$ cat config.mk
export PLATFORM = sky130hd
export DESIGN_NAME = id_ex_stage
export DESIGN_NICKNAME = d
export VERILOG_FILES = /design/src/rtl/id_ex_stage_pkg.sv /design/src/rtl/id_ex_stage_hazard_detect.sv /design/src/rtl/id_ex_stage.sv
export SDC_FILE = /design/constraint.sdc
export NUM_CORES = 1
export LEC_CHECK = 0
export CAP_MARGIN = 20
export CORE_AREA = 2 2 129 131
export CTS_BUF_LIST = sky130_fd_sc_hd__clkbuf_8
export DETAILED_ROUTE_END_ITERATION = 12
export DIE_AREA = 0 0 131 133
export PLACE_DENSITY = 0.81
export SKIP_CTS_REPAIR_TIMING = 1
export SYNTH_ARGS = -nofsm -noshare
export SYNTH_HDL_FRONTEND = slang
export SYNTH_SLANG_ARGS = --single-unit
$ cat constraint.sdc
create_clock -name clk_i -period 5.1 [get_ports clk_i]
set_input_delay 0.51 -clock clk_i [delete_from_list [all_inputs] [get_ports clk_i]]
set_output_delay 0.51 -clock clk_i [all_outputs]
set_load 0.03 [all_outputs]
$ cat src/rtl/id_ex_stage_pkg.sv
// ============================================================================
// Module : id_ex_stage_pkg
// Shared control-bundle layout and edge-action encoding for the ID/EX register.
// Rev    : 1.0
// ============================================================================
`default_nettype none

package id_ex_stage_pkg;

  localparam int EX_CTRL_WIDTH  = 4;
  localparam int MEM_CTRL_WIDTH = 2;
  localparam int WB_CTRL_WIDTH  = 2;

  localparam int MEM_READ  = 0;
  localparam int MEM_WRITE = 1;
  localparam int REG_WRITE = 0;
  localparam int MEM2REG   = 1;

  localparam int ZERO_REG = 0;

  typedef enum logic [2:0] {
    ACT_LOAD   = 3'd0,
    ACT_BUBBLE = 3'd1,
    ACT_HOLD   = 3'd2,
    ACT_STALL  = 3'd3,
    ACT_CLEAR  = 3'd4
  } edge_action_t;

endpackage

`default_nettype wire

$ cat src/rtl/id_ex_stage_hazard_detect.sv
// ============================================================================
// Module : id_ex_stage_hazard_detect
// Combinational load-use hazard detection against the load sitting in EX.
// Rev    : 1.0
// ============================================================================
`default_nettype none

module id_ex_stage_hazard_detect
  import id_ex_stage_pkg::*;
#(
  parameter int RA_W = 5
) (
  input  logic            rst_i,
  input  logic            id_valid_i,
  input  logic [RA_W-1:0] id_rs1_addr_i,
  input  logic [RA_W-1:0] id_rs2_addr_i,
  input  logic            id_uses_rs1_i,
  input  logic            id_uses_rs2_i,
  input  logic            ex_valid_i,
  input  logic            ex_mem_read_i,
  input  logic [RA_W-1:0] ex_rd_addr_i,
  input  logic            flush_i,
  input  logic            hold_i,
  output logic            haz_o,
  output logic            load_use_stall_o
);

  logic w_rs1_match;
  logic w_rs2_match;

  assign w_rs1_match = id_uses_rs1_i & (ex_rd_addr_i == id_rs1_addr_i);
  assign w_rs2_match = id_uses_rs2_i & (ex_rd_addr_i == id_rs2_addr_i);

  assign haz_o = id_valid_i & ex_valid_i & ex_mem_read_i
               & (ex_rd_addr_i != RA_W'(ZERO_REG))
               & (w_rs1_match | w_rs2_match);

  // Reset gating keeps the stall defined before the EX registers are.
  assign load_use_stall_o = haz_o & ~flush_i & ~hold_i & ~rst_i;

endmodule

`default_nettype wire

$ cat src/rtl/id_ex_stage.sv
// ============================================================================
// Module : id_ex_stage
// ID/EX pipeline register with load-use bubbling, flush, hold and bubble count.
// Rev    : 1.0
// ============================================================================
`default_nettype none

module id_ex_stage
  import id_ex_stage_pkg::*;
#(
  parameter int XLEN  = 32,
  parameter int RA_W  = 5,
  parameter int CNT_W = 16
) (
  input  logic                      clk_i,
  input  logic                      rst_i,
  input  logic                      id_valid_i,
  input  logic [XLEN-1:0]           id_pc_i,
  input  logic [XLEN-1:0]           id_rs1_data_i,
  input  logic [XLEN-1:0]           id_rs2_data_i,
  input  logic [XLEN-1:0]           id_imm_i,
  input  logic [RA_W-1:0]           id_rs1_addr_i,
  input  logic [RA_W-1:0]           id_rs2_addr_i,
  input  logic [RA_W-1:0]           id_rd_addr_i,
  input  logic                      id_uses_rs1_i,
  input  logic                      id_uses_rs2_i,
  input  logic [EX_CTRL_WIDTH-1:0]  id_ex_ctrl_i,
  input  logic [MEM_CTRL_WIDTH-1:0] id_mem_ctrl_i,
  input  logic [WB_CTRL_WIDTH-1:0]  id_wb_ctrl_i,
  input  logic                      flush_i,
  input  logic                      hold_i,
  output logic                      load_use_stall_o,
  output logic                      ex_valid_o,
  output logic [XLEN-1:0]           ex_pc_o,
  output logic [XLEN-1:0]           ex_rs1_data_o,
  output logic [XLEN-1:0]           ex_rs2_data_o,
  output logic [XLEN-1:0]           ex_imm_o,
  output logic [RA_W-1:0]           ex_rs1_addr_o,
  output logic [RA_W-1:0]           ex_rs2_addr_o,
  output logic [RA_W-1:0]           ex_rd_addr_o,
  output logic [EX_CTRL_WIDTH-1:0]  ex_ctrl_o,
  output logic [MEM_CTRL_WIDTH-1:0] ex_mem_ctrl_o,
  output logic [WB_CTRL_WIDTH-1:0]  ex_wb_ctrl_o,
  output logic [CNT_W-1:0]          bubble_cnt_o
);

  logic                      r_valid;
  logic [XLEN-1:0]           r_pc;
  logic [XLEN-1:0]           r_rs1_data;
  logic [XLEN-1:0]           r_rs2_data;
  logic [XLEN-1:0]           r_imm;
  logic [RA_W-1:0]           r_rs1_addr;
  logic [RA_W-1:0]           r_rs2_addr;
  logic [RA_W-1:0]           r_rd_addr;
  logic [EX_CTRL_WIDTH-1:0]  r_ex_ctrl;
  logic [MEM_CTRL_WIDTH-1:0] r_mem_ctrl;
  logic [WB_CTRL_WIDTH-1:0]  r_wb_ctrl;
  logic [CNT_W-1:0]          r_bubble_cnt;

  logic         w_haz;
  edge_action_t w_action;

  id_ex_stage_hazard_detect #(
    .RA_W (RA_W)
  ) u_hazard_detect (
    .rst_i            (rst_i),
    .id_valid_i       (id_valid_i),
    .id_rs1_addr_i    (id_rs1_addr_i),
    .id_rs2_addr_i    (id_rs2_addr_i),
    .id_uses_rs1_i    (id_uses_rs1_i),
    .id_uses_rs2_i    (id_uses_rs2_i),
    .ex_valid_i       (r_valid),
    .ex_mem_read_i    (r_mem_ctrl[MEM_READ]),
    .ex_rd_addr_i     (r_rd_addr),
    .flush_i          (flush_i),
    .hold_i           (hold_i),
    .haz_o            (w_haz),
    .load_use_stall_o (load_use_stall_o)
  );

  // Flush outranks hold so a resolved branch is never lost behind a stall.
  always_comb begin
    w_action = ACT_LOAD;
    if (rst_i)        w_action = ACT_CLEAR;
    else if (flush_i) w_action = ACT_BUBBLE;
    else if (hold_i)  w_action = ACT_HOLD;
    else if (w_haz)   w_action = ACT_STALL;
  end

  always_ff @(posedge clk_i) begin
    case (w_action)
      ACT_LOAD: begin
        r_valid    <= id_valid_i;
        r_pc       <= id_pc_i;
        r_rs1_data <= id_rs1_data_i;
        r_rs2_data <= id_rs2_data_i;
        r_imm      <= id_imm_i;
        r_rs1_addr <= id_rs1_addr_i;
        r_rs2_addr <= id_rs2_addr_i;
        r_rd_addr  <= id_rd_addr_i;
        r_ex_ctrl  <= id_valid_i ? id_ex_ctrl_i  : '0;
        r_mem_ctrl <= id_valid_i ? id_mem_ctrl_i : '0;
        r_wb_ctrl  <= id_valid_i ? id_wb_ctrl_i  : '0;
      end
      ACT_HOLD: ;
      default: begin
        r_valid    <= 1'b0;
        r_pc       <= '0;
        r_rs1_data <= '0;
        r_rs2_data <= '0;
        r_imm      <= '0;
        r_rs1_addr <= '0;
        r_rs2_addr <= '0;
        r_rd_addr  <= '0;
        r_ex_ctrl  <= '0;
        r_mem_ctrl <= '0;
        r_wb_ctrl  <= '0;
      end
    endcase

    if (w_action == ACT_CLEAR)
      r_bubble_cnt <= '0;
    else if (w_action == ACT_STALL && r_bubble_cnt != {CNT_W{1'b1}})
      r_bubble_cnt <= r_bubble_cnt + CNT_W'(1);
  end

  assign ex_valid_o    = r_valid;
  assign ex_pc_o       = r_pc;
  assign ex_rs1_data_o = r_rs1_data;
  assign ex_rs2_data_o = r_rs2_data;
  assign ex_imm_o      = r_imm;
  assign ex_rs1_addr_o = r_rs1_addr;
  assign ex_rs2_addr_o = r_rs2_addr;
  assign ex_rd_addr_o  = r_rd_addr;
  assign ex_ctrl_o     = r_ex_ctrl;
  assign ex_mem_ctrl_o = r_mem_ctrl;
  assign ex_wb_ctrl_o  = r_wb_ctrl;
  assign bubble_cnt_o  = r_bubble_cnt;

endmodule

`default_nettype wire
# ---- Yosys cells after proc, flatten, opt, wreduce, memory -nomap -nowiden
# Cells that the tools add are included.
dict set report word_totals {
  regBits 168
  inputBits 158
  out_inout_bits 169
  mem_bits_rw 0
  mem_bits_ro 0
  memories 0
  latch_bits 0
  word_cells 53
}
dict set report classes {
  eq_ne 6
  n_mul 0
  div_mod_pow 0
  reduce_logical 3
  n_lt_le_gt_ge 0
  n_mux 18
  n_shift 0
  n_addsub 1
  bitwise_logic 13
}
# operator n
set ops {}
lappend ops {{$pmux W32 S2} 4}
lappend ops {{$pmux W5 S2} 3}
lappend ops {{$add A16 B1 Y16 const B} 1}
lappend ops {{$ne A16 B16 Y1 const B} 1}
lappend ops {{$eq A5 B5 Y1} 2}
lappend ops {{$mux W2} 5}
lappend ops {{$and A1 B1 Y1} 9}
lappend ops {{$pmux W2 S2} 2}
lappend ops {{$pmux W4 S2} 1}
lappend ops {{$eq A3 B2 Y1 const B} 2}
lappend ops {{$reduce_bool A5 Y1} 1}
lappend ops {{$mux W4} 1}
lappend ops {{$eq A3 B3 Y1 const B} 1}
lappend ops {{$logic_not A3 Y1} 1}
lappend ops {{$mux W3} 1}
lappend ops {{$not A1 Y1} 3}
lappend ops {{$pmux W1 S2} 1}
lappend ops {{$logic_and A1 B1 Y1} 1}
lappend ops {{$or A1 B1 Y1} 1}

# ---- Depth between registers and ports, before layout
dict set report depth {
  depth_word 10
  mapped_depth 7
}

# ---- Hierarchy
# Synthesis repeated with hierarchy kept, for this count alone.
dict set report unflattened {
  hier_cells 440
  hier_area_um2 6642.6
}
# mod n_inst seq_area_each_um2 area_each_um2 cells_each
set modules_own_cells {}
lappend modules_own_cells {id_ex_stage 1 4884.7 6487.5 420}
lappend modules_own_cells {id_ex_stage_hazard_detect 1 0.0 155.1 20}

# ---- Least setup slack after synthesis
# Ideal clock, no wire load.
dict set report synth_path {
  path_kind {input port to flip-flop}
  start {input port rst_i}
  end {register r_ex_ctrl[0] (netlist: ex_ctrl_o[0]), enable pin}
  path_stages 3
  slack_ps 537
  t_required_ps 4581
  arrival_ps 4044
  path_cell_list {clkbuf_1 -> nor2_1 -> nand2_1}
}
dict set report synth_via {
  elab_chain_cells 2
}
# element line
set synth_rtl {}
lappend synth_rtl {{start: declaration} id_ex_stage.sv:16} ;# input logic rst_i,
lappend synth_rtl {{$mux W3} id_ex_stage.sv:84} ;# if (rst_i) w_action = ACT_CLEAR;
lappend synth_rtl {{$eq A3 B2 Y1} id_ex_stage.sv:91} ;# case (w_action)
lappend synth_rtl {{end signal: assignment} id_ex_stage.sv:101} ;# r_ex_ctrl <= id_valid_i ? id_ex_ctrl_i : '0;
lappend synth_rtl {{end: declaration} id_ex_stage.sv:55} ;# logic [EX_CTRL_WIDTH-1:0] r_ex_ctrl;
# No other way between the ends.
# A chain may end at the register's enable or synchronous reset.

# ---- Worst setup path in the final report
dict set report layout_path {
  start {input port id_rs1_addr_i[4]}
  end {output port load_use_stall_o}
}
dict set report layout_via {
  elab_chain_cells 7
}
# element line
set layout_rtl {}
lappend layout_rtl {{start: declaration} id_ex_stage.sv:22} ;# input logic [RA_W-1:0] id_rs1_addr_i,
lappend layout_rtl {{$eq A5 B5 Y1} id_ex_stage_hazard_detect.sv:31} ;# assign w_rs1_match = id_uses_rs1_i & (ex_rd_addr_i == id_rs1_addr_i);
lappend layout_rtl {{$and A1 B1 Y1} id_ex_stage_hazard_detect.sv:31}
lappend layout_rtl {{$or A1 B1 Y1} id_ex_stage_hazard_detect.sv:36} ;# & (w_rs1_match | w_rs2_match);
lappend layout_rtl {{$and A1 B1 Y1} id_ex_stage_hazard_detect.sv:36}
lappend layout_rtl {{$and A1 B1 Y1 (3 in series)} id_ex_stage_hazard_detect.sv:39} ;# assign load_use_stall_o = haz_o & ~flush_i & ~hold_i & ~rst_i;
lappend layout_rtl {{end: declaration} id_ex_stage.sv:32} ;# output logic load_use_stall_o,
# No other way between the ends.

==> key figures <==
Detailed routing
  • Drt total wl: 17800 um
  • Final ANT Viol Nets: 0
  • Vias per Instance: 4.78
  • Via count: 4834
  • Router iterations before antenna repair: 4
  • Routed len/inst: 17.6 um
  • DRT iter0 DRCs: 319
  • # DRC: 0
  • Metal-1 WL: 6580 um
  • Met2 wire len: 9090 um
  • Top Layer Used: met4
  • Met3 wire length: 1520 um

STA
  • Final Cycle Share: 71.6%
  • Final Max Tran Viols: 0
  • RSZ-0062 raised after global routing: no
  • Worst Skew: 0.0139 ns
  • Count of final hold-check violations: 0
  • Final setup fails: 0
  • Max Fclk: 274 MHz
  • Slew headroom: 17.7%
  • WHS: 0.510 ns
  • Worst-margin pin slew: 1.23 ns
  • Clock period minus worst slack: 3.65 ns
  • Fin Setup TNS: 0 ns

Setup path
  • Worst R2R Path Depth: 6
  • Worst Setup End Kind: primary output
  • Critical path class: primary input to primary output
  • Crit Path Max Fanout: 32
  • CP required: 4.59 ns
  • Crit start category: primary input
  • CP Cell Sequence: clkdlybuf4s50_1 > xor2_1 > nor4_2 > a32oi_2 > nor3_1 > clkdlybuf4s50_1
  • Worst stage delay on the critical path: 0.98 ns
  • Critical path arrival: 3.14 ns
  • Slowest-stage cell, CP: a32oi_2
  • Most frequent CP cell: clkdlybuf4s50_1

Yosys
  • Synth Area per Inst: 14.7 um2
  • Synthesized Nets: 611
  • Library cells used by synthesis: 35
  • Post-Syn Instances: 452
  • Adder-Cell Fraction of Synth Area: 0.188%
  • Fraction of registers with async set/reset: 0%
  • Compound-Gate Fraction of Synth Area: 3.20%
  • Post-synth EDFFs: 152
  • Main combinational cell family by area after synthesis: simple AND/OR/NAND/NOR gates
  • XOR/XNOR Fraction of Synth Area: 1.32%
  • Post-synth top flop: edfxtp_1
  • Post-synthesis cell area: 6640 um2
  • Post-synthesis simple-gate area fraction: 19.6%
  • Synthesized flop and latch total: 168
  • Synthesis Warnings: 0
  • Sequential-to-total area share from yosys stat: 73.5%
  • Mux contribution to synthesized area: 0.339%

Layout
  • Share of cells above drive strength 1: 5.19%
  • Most common cell after layout, fill and taps aside: clkdlybuf4s50_1
  • Filler cells: 1165
  • Layout Nets: 936
  • Final core utilization: 64.8%
  • Most frequent cells in the layout: 326 x clkdlybuf4s50_1, 152 x edfxtp_1, 146 x and2_1
  • P&R area growth vs syn: 57.7%

Placed design
  • Post-DP HPWL: 13100 um
  • Gp weighted congestion: 0.853
  • IO Port Bufs: 326

Status
  • Run status: completed

Power
  • Pleak: 3.91 nW
  • Worst vdd ir: 0.219 mV
  • PwrDens: 283 nW/um2

Global routing
  • Vias in the first global route: 4808
  • GRT Total Usage: 19.9%
  • Largest net degree at the start of global routing: 97
  • Initial antenna violation count: 1
  • Congestion Overflow GR: 0
  • First-pass GRT wire length: 25800 um

Floorplan
  • Die outline width: 131 um
  • Core Area: 16200 um2
  • Number of I/O pins: 327
  • # rows: 47
  • Die area: 17400 um2
  • Starting Density: 41.1%
  • Chip Height: 133 um

Clocking
  • Register clock-pin slew on the reported worst setup and hold paths: 0.10 ns
  • H-tree Lvls: 4
  • CTS root buffer: clkbuf_8
  • Clock Tree Buf Depth: 2
  • Clock Sinks: 168
  • CTS tree: yes
  • Clk_lat worst skew: 0.46 ns
  • CTS buffer count: 17

Hold path
  • Worst hold stages: 2
  • HP Class: register to register

Job
  • Max-cap viol count: 0
[power by group]
group / total (mW) / internal (mW) / leakage [nW] / switching, mW
Combinational: 0.501 / 0.247 / 1.86 / 0.254
Sequential: 1.60 / 1.57 / 1.88 / 0.0247
Clock: 0.865 / 0.345 / 0.172 / 0.519
Total: 2.96 / 2.17 / 3.91 / 0.798
[final timing paths]
kind                          from                to  slack, ns
hold / removal    bubble_cnt_o[15]  bubble_cnt_o[15]       0.51
hold reg to reg   bubble_cnt_o[15]  bubble_cnt_o[15]       0.51
setup / recovery  id_rs1_addr_i[4]  load_use_stall_o       1.45
setup reg to reg   ex_rd_addr_o[4]      ex_ctrl_o[2]       1.77
[final cells by class]
type | instances | area (um2) | area share, %
clock inverters | 15 | 119 | 1.13
multi-input cells | 259 | 1660 | 15.8
inverters | 2 | 7.51 | 0.0717
well taps | 220 | 275 | 2.63
diodes | 1 | 2.50 | 0.0239
flip-flops and latches | 168 | 4880 | 46.6
repair buffers | 329 | 3300 | 31.5
clock buffers | 17 | 234 | 2.23
[critical path: cells and delay by family]
kind | cells | cell delay (ns)
AO/OA/AOI/OAI | 1 | 0.98
XOR/XNOR | 1 | 0.21
buffers and inverters | 2 | 1.22
AND/OR/NAND/NOR | 2 | 0.22
[synthesized netlist by cell type, types with 2 or more instances]
library cell,number,area (um2)
nor2b_1,2,12.5
o31ai_1,10,75.1
edfxtp_1,152,4560
a21oi_1,15,75.1
inv_1,2,7.51
nand3_1,10,50.1
mux2_2,2,22.5
xor2_1,8,70.1
clkbuf_1,10,37.5
nor4_1,2,12.5
buf_2,3,15.0
nor2_1,6,22.5
xnor2_1,2,17.5
nand2_1,8,30.0
o21ai_0,3,15.0
or4_1,11,82.6
and3_1,9,56.3
dfxtp_1,16,320
and2_1,146,913
nand4_1,6,37.5
or3_1,4,25.0
nor3_1,5,25.0
clkbuf_2,8,40.0
[stage by stage]
| step | instance area, um2 | setup slack (ns) | std cells | power, mW |
|---|---|---|---|---|
| finish | 10500 | 1.45 | 1011 | 2.96 |
| global route | 10500 | 1.24 | 1011 | 3.07 |
| CTS | 10500 | 1.46 | 1010 | 2.99 |
| detailed placement | 10100 | 1.22 | 978 | 2.13 |
| global placement | 10100 | 1.36 | 978 | 2.12 |
| floorplan | 6640 | 0.537 | 452 | 1.85 |
[registers in the layout, summed over array words and instances (netlist names)]
name           flops
ex_rs2_addr_o      5
bubble_cnt_o      16
ex_pc_o           32
ex_valid_o         1
ex_mem_ctrl_o      2
ex_rd_addr_o       5
ex_imm_o          32
ex_ctrl_o          4
ex_wb_ctrl_o       2
ex_rs1_addr_o      5
ex_rs1_data_o     32
ex_rs2_data_o     32
[per-layer routing]
layer,track usage [%],vias up
li1,-,2280
met1,21.9,2276
met2,33.9,239
met3,6.63,39
met4,10.0,0
met5,0,-
[cells by family (layout without fill, tap and decap cells)]
group                    after synthesis  count (layout)
AO/OA/AOI/OAI                         33              33
XOR/XNOR                              10              10
adder cells (fa/ha/maj)                1               1
buffers and inverters                 25             363
flip-flops                           168             168
multiplexers                           2               2
other                                  0               1
AND/OR/NAND/NOR                      213             213
(Power assumes the default switching activity.)
